===== config.mk =====
export PLATFORM = sky130hd
export DESIGN_NAME = tdc_decoder_acc
export DESIGN_NICKNAME = d
export VERILOG_FILES = /design/src/rtl/tdc_decoder_acc_pkg.sv /design/src/rtl/tdc_decoder_acc_therm_decode.sv /design/src/rtl/tdc_decoder_acc.sv
export SDC_FILE = /design/constraint.sdc
export NUM_CORES = 1
export LEC_CHECK = 0
export ABC_AREA = 1
export CAP_MARGIN = 15
export CORE_UTILIZATION = 50
export CTS_CLUSTER_SIZE = 25
export DETAILED_ROUTE_END_ITERATION = 10
export PLACE_DENSITY = 0.69
export SLEW_MARGIN = 20
export SYNTH_ARGS = -nofsm -noshare
export SYNTH_HDL_FRONTEND = slang
export SYNTH_HIERARCHICAL = 1
export SYNTH_SLANG_ARGS = --single-unit

===== constraint.sdc =====
create_clock -name clk -period 3.45 [get_ports clk]
set_input_delay 0.5175 -clock clk [delete_from_list [all_inputs] [get_ports clk]]
set_output_delay 0.5175 -clock clk [all_outputs]
set_load 0.02 [all_outputs]

===== src/rtl/tdc_decoder_acc_pkg.sv =====
// Shared widths, sample payload and helpers for the TDC decoder/accumulator.
package tdc_decoder_acc_pkg;

  localparam int unsigned CNT_W   = 7;
  localparam int unsigned NPH     = 16;
  localparam int unsigned FRAC_W  = $clog2(2 * NPH);
  localparam int unsigned WORD_W  = CNT_W + FRAC_W;
  localparam int unsigned AVG_MAX = 3;
  localparam int unsigned SEL_W   = 2;
  localparam int unsigned WIN_W   = AVG_MAX;
  localparam int unsigned ACC_W   = WORD_W + AVG_MAX;

  // One captured TDC sample: coarse count plus thermometer.
  typedef struct packed {
    logic [CNT_W-1:0] cnt;
    logic [NPH-1:0]   ph;
  } tdc_sample_t;

  // Averaging exponent limited to the largest supported window.
  function automatic logic [SEL_W-1:0] clamp_sel(input logic [SEL_W-1:0] sel);
    if (32'(sel) > AVG_MAX) return SEL_W'(AVG_MAX);
    return sel;
  endfunction

endpackage


===== src/rtl/tdc_decoder_acc_therm_decode.sv =====
// Cyclic thermometer decoder: majority bubble filter, edge index and bubble flag.
module tdc_decoder_acc_therm_decode #(
  parameter int unsigned NPH   = 16,
  parameter int unsigned IDX_W = $clog2(2 * NPH)
) (
  input  logic [NPH-1:0]   ph,
  output logic             f0,
  output logic [IDX_W-1:0] idx,
  output logic             bub
);

  logic [NPH-1:0] filt;

  // Three-tap majority over cyclic neighbours removes isolated bubbles.
  always_comb begin
    filt = '0;
    for (int i = 0; i < NPH; i++) begin
      filt[i] = (ph[(i + NPH - 1) % NPH] & ph[i])
              | (ph[i] & ph[(i + 1) % NPH])
              | (ph[(i + NPH - 1) % NPH] & ph[(i + 1) % NPH]);
    end
  end

  // Edge scan; later (higher) positions override, no-edge falls back on filt[0].
  always_comb begin
    idx = filt[0] ? IDX_W'(NPH - 1) : IDX_W'(2 * NPH - 1);
    for (int j = 1; j < NPH; j++) begin
      if (filt[j-1] && !filt[j]) begin
        idx = IDX_W'(j - 1);
      end else if (!filt[j-1] && filt[j]) begin
        idx = IDX_W'(j - 1 + NPH);
      end
    end
  end

  assign f0  = filt[0];
  assign bub = (filt != ph);

endmodule


===== src/rtl/tdc_decoder_acc.sv =====
// TDC back-end: sample capture, decode, modulo phase difference and windowed averaging.
module tdc_decoder_acc
  import tdc_decoder_acc_pkg::*;
(
  input  logic              clk,
  input  logic              rst,
  input  logic              en,
  input  logic [CNT_W-1:0]  counter_in,
  input  logic [NPH-1:0]    phase_in,
  input  logic [SEL_W-1:0]  avg_sel,
  output logic [WORD_W-1:0] tdc_word,
  output logic              tdc_valid,
  output logic              bubble_flag
);

  tdc_sample_t       s1_q;
  logic              s1_vld;
  logic              f0_c;
  logic              bub_c;
  logic [FRAC_W-1:0] idx_c;
  logic [CNT_W-1:0]  cnt_aux_c;
  logic [CNT_W-1:0]  cnt_diff_c;
  logic [WORD_W-1:0] raw_c;

  logic [CNT_W-1:0]  cnt_last;
  logic [FRAC_W-1:0] idx_last;
  logic [WORD_W-1:0] raw_q;
  logic              bub_q;
  logic              raw_vld;
  logic              primed;

  logic [ACC_W-1:0]  acc;
  logic              bub_win;
  logic [WIN_W-1:0]  win_cnt;
  logic [SEL_W-1:0]  avg_lat;
  logic              first_c;
  logic              last_c;
  logic [SEL_W-1:0]  sel_c;
  logic [ACC_W-1:0]  sum_c;
  logic              bor_c;

  tdc_decoder_acc_therm_decode #(
    .NPH   (NPH),
    .IDX_W (FRAC_W)
  ) u_decode (
    .ph  (s1_q.ph),
    .f0  (f0_c),
    .idx (idx_c),
    .bub (bub_c)
  );

  // Phase difference against the previous sample, all modulo word width.
  always_comb begin
    cnt_aux_c  = s1_q.cnt - CNT_W'(f0_c);
    cnt_diff_c = cnt_last - cnt_aux_c;
    raw_c      = {cnt_diff_c, FRAC_W'(0)} + WORD_W'(idx_c) - WORD_W'(idx_last);
  end

  // Window bookkeeping: first sample latches avg_sel and seeds the sum.
  always_comb begin
    first_c = (win_cnt == '0);
    sel_c   = first_c ? clamp_sel(avg_sel) : avg_lat;
    sum_c   = first_c ? ACC_W'(raw_q) : acc + ACC_W'(raw_q);
    bor_c   = first_c ? bub_q : (bub_win | bub_q);
    last_c  = (win_cnt == WIN_W'((32'd1 << sel_c) - 32'd1));
  end

  // Input capture stage.
  always_ff @(posedge clk) begin
    if (rst) begin
      s1_q   <= '0;
      s1_vld <= 1'b0;
    end else if (en) begin
      s1_q   <= '{cnt: counter_in, ph: phase_in};
      s1_vld <= 1'b1;
    end
  end

  // Reference update and raw word register; the first sample only primes.
  always_ff @(posedge clk) begin
    if (rst) begin
      cnt_last <= '0;
      idx_last <= '0;
      raw_q    <= '0;
      bub_q    <= 1'b0;
      raw_vld  <= 1'b0;
      primed   <= 1'b0;
    end else if (en) begin
      if (s1_vld) begin
        cnt_last <= cnt_aux_c;
        idx_last <= idx_c;
        raw_q    <= raw_c;
        bub_q    <= bub_c;
        raw_vld  <= primed;
        primed   <= 1'b1;
      end else begin
        raw_vld  <= 1'b0;
      end
    end
  end

  // Accumulator and output registers; tdc_valid pulses once per completed window.
  always_ff @(posedge clk) begin
    if (rst) begin
      acc         <= '0;
      bub_win     <= 1'b0;
      win_cnt     <= '0;
      avg_lat     <= '0;
      tdc_word    <= '0;
      tdc_valid   <= 1'b0;
      bubble_flag <= 1'b0;
    end else begin
      tdc_valid <= 1'b0;
      if (en && raw_vld) begin
        acc     <= sum_c;
        bub_win <= bor_c;
        avg_lat <= sel_c;
        if (last_c) begin
          win_cnt     <= '0;
          tdc_word    <= WORD_W'(sum_c >> sel_c);
          tdc_valid   <= 1'b1;
          bubble_flag <= bor_c;
        end else begin
          win_cnt <= win_cnt + WIN_W'(1);
        end
      end
    end
  end

endmodule


==> results.json <==
{
  "dr.pass1.iters": 5,
  "slowest_delay_ns": 0.41,
  "peakVddDrop_v": 0.000329,
  "dp_hpwl_microns": 11000,
  "cp-end-kind": "flip-flop",
  "path_cells": "nand2_2, nand2_1, nand2_1, o21ai_1, a21oi_1, o311ai_1, nand3_1, nand3_1, nand3_1, nand2_1, nand2_1, ha_1, nand3b_1, nand2_1, nand2_1, nand3_1, nor2_2, nand2_1, nor2_2, inv_1, nand2_1, nand3_1, nand2_1, inv_1",
  "grt_pass1_wl_microns": 24400,
  "layout-drive-gt1-share": 0.0860,
  "rrSetupSlack_ns": 0.30,
  "die-area_sq_um": 12700,
  "netlist_instances": 1001,
  "cp_data_arrival_time_ns": 3.40,
  "grtUsageTotal": 0.237,
  "crit_slowest_cell": "dfxtp_2",
  "worst_clock_skew_ns": 0.00879,
  "clkPwrFrac": 0.352,
  "die_x_microns": 113,
  "cts_hold_buf": 0,
  "hp-class": "reg2reg",
  "pin_count": 42,
  "ys_types": 45,
  "ys_warn_count": 6,
  "insertedDiodeCount": 0,
  "yosysSeqAreaShare": 0.280,
  "syn_avg_cell_area_sq_um": 6.14,
  "yosysTopAreaCell": "dfxtp_1",
  "htreeDepth": 3,
  "area_delta_synth_final_pct": 15.0,
  "holdWs_ns": 0.461,
  "wl_per_cell_microns": 12.3,
  "cts_root_buffer": "clkbuf_16",
  "max_freq_mhz": 317,
  "synth_fp_nets": 1058,
  "critPathBufInv": 2,
  "p_int_mw": 1.91,
  "clock_sinks": 86,
  "rsz0062_at_grt": "yes",
  "synthFlopType": "dfxtp_1",
  "leakage_nw": 3.50,
  "drc": 0,
  "crit_path_max_fanout": 8,
  "start_util": 0.512,
  "hold_viol": 0,
  "worst_path_most_repeated_cell": "nand2_1",
  "crit_family": "simple AND/OR/NAND/NOR gates",
  "sw_frac_of_total": 0.320,
  "num_rows": 40,
  "die_h_microns": 113,
  "synth-seq-cells": 86,
  "slew_headroom": 0.450,
  "power.total_mw": 2.81,
  "seqPwrFrac": 0.385,
  "antenna_left": 0,
  "path_class": "reg2reg",
  "yosysTopAreaCellShare": 0.280,
  "drt_first_iter_violations": 274,
  "antenna_found_initial": 0,
  "gp_congestion": 0.883,
  "nNetsFinal": 1087,
  "fillers": 1225,
  "totalWireLength_microns": 14600,
  "grt_pass1_vias": 5459,
  "insertion_delay_ns": 0.35,
  "overflow": 0,
  "tritoncts": "done",
  "port_buffers": 41,
  "timing.final.crit_share": 0.913,
  "cp-start-kind": "flip-flop",
  "synth-edff-count": 0,
  "viasPerCell": 5.16,
  "async_flop_share": 0,
  "status": "finished, final reports clean",
  "grt_start_max_net_pins": 44,
  "period_minus_slack_ns": 3.15,
  "pwr_density_cell_nw_per_um2": 397,
  "vias": 6095,
  "worst_pin_slew_ns": 0.824,
  "cap_viol_max_count": 0,
  "cp_data_required_time_ns": 3.70,
  "setup_viol": 0,
  "cts_inserted_buffers": 9,
  "ys_top_cells_by_area": "dfxtp_1 28%, nand2_1 17%, inv_1 9.1%",
  "comb_power_share": 0.263,
  "netlist_area_sq_um": 6150,
  "clk_pin_slew_worst_paths_ns": 0.06,
  "clock_path_buffers": 2,
  "switchingPower_mw": 0.898,
  "slew_viol_final": 0,
  "core_area_sq_um": 12000
}
## cells by family after synthesis
group                      Yosys count  share of synthesized area
AOI/OAI and AO/OA                  167                      0.154
xor gates and xnor gates            15                     0.0226
adders and majority gates           29                     0.0627
buffers and inverters              193                      0.120
DFF                                 86                      0.280
muxes                                1                    0.00163
and+or+nand+nor                    510                      0.359
## metrics by stage
step	setup WS, ns	utilization	TNS [ns]	instances	area, sq um
2_1_floorplan	0.542	-	0	1001	6150
3_3_place_gp	0.168	0.556	0	1166	6680
3_5_place_dp	0.133	0.556	0	1166	6680
4_1_cts	0.108	0.581	0	1182	6980
5_1_grt	-0.0477	0.589	-0.0959	1182	7070
6_report	0.299	0.589	0	1182	7070
## power by group through the flow
stage	combinational (mW)	sequential (mW)	clock (mW)
3_3_place_gp	0.704	1.10	0
6_report	0.740	1.08	0.988
4_1_cts	0.711	1.08	1.01
3_5_place_dp	0.705	1.10	0
5_1_grt	0.845	1.09	1.05
2_1_floorplan	0.545	1.09	0
## sequential cells by signal, summed over array words and instances (netlist names), 2 cells and up
register and count:
avg_lat 2, cnt_last 7, tdc_word 12, s1_q 23
win_cnt 3, raw_q 12, idx_last 5, acc 15
## synth_stat cells, drive strengths merged, types with 2 or more instances
library cell / number
nand2: 286
inv: 161
nand3: 102
nor2: 92
dfxtp: 86
a21oi: 72
o21ai: 71
clkbuf: 27
ha: 26
o211ai: 13
xor2: 13
nand4: 12
buf: 5
nand3b: 5
nor3: 4
and2: 3
fa: 3
o22ai: 3
or2: 3
nor4: 2
o221ai: 2
xnor2: 2
## repair_timing
action	4_1_cts	5_1_grt
resized for setup	0	30
endpoints found under the setup margin	0	5
buffers inserted	0	0
## layer usage
metal	GRT usage	wire (microns)	up-vias
li1	-	-	3264
met1	0.289	6770	2713
met2	0.429	7080	99
met3	0.0343	462	19
met4	0.0754	273	0
met5	0	0	-
## cells in the final DEF, fill, tap and decap left out, types with 3 or more instances in the layout
cell and n:
o211ai_1 13, nand3_1 91, inv_1 147, nand3_2 11, inv_2 13, clkdlybuf4s50_1 41
a21oi_1 65, ha_1 25, nand3b_1 5, nand2_2 7, dfxtp_2 7, nor3_1 4
dfxtp_1 75, dfxtp_4 4, nor2_2 4, and2_1 3, clkbuf_16 9, o21ai_1 18
xor2_1 12, nand4_1 12, o21ai_0 50, fa_1 3, nand2_1 278, o22ai_1 3
a21oi_2 4, buf_4 9, nor2_1 87, a21oi_4 3
## cell type report
class                      instances  area, sq um  share of cell area
tap                              147          184              0.0260
inverter                         161          604              0.0854
clock inverter                     5         57.6             0.00814
timing repair buffer              50          478              0.0676
multi-input combinational        722         3760               0.532
clock buffer                      11          243              0.0343
sequential                        86         1750               0.247
## worst reg2reg max path, cell delays in order (launching register included)
cell,delay (ns)
dfxtp_2,0.41
nand2_2,0.11
nand2_1,0.07
nand2_1,0.07
o21ai_1,0.20
a21oi_1,0.11
o311ai_1,0.28
nand3_1,0.11
nand3_1,0.09
nand3_1,0.07
nand2_1,0.06
nand2_1,0.08
ha_1,0.30
nand3b_1,0.09
nand2_1,0.12
nand2_1,0.10
nand3_1,0.10
nor2_2,0.16
nand2_1,0.10
nor2_2,0.13
inv_1,0.05
nand2_1,0.05
nand3_1,0.06
nand2_1,0.08
inv_1,0.03
## path summary, 6_finish.rpt
path / startpoint / endpoint / cells after the start
worst max-delay path: s1_q[1]$_SDFFE_PP0P_ / raw_q[11]$_SDFFE_PP0P_ / 24
worst min-delay path: cnt_last[0]$_SDFFE_PP0P_ / cnt_last[0]$_SDFFE_PP0P_ / 2
worst max register to register: s1_q[1]$_SDFFE_PP0P_ / raw_q[11]$_SDFFE_PP0P_ / 24
worst min register to register: cnt_last[0]$_SDFFE_PP0P_ / cnt_last[0]$_SDFFE_PP0P_ / 2
(Power assumes the default switching activity.)
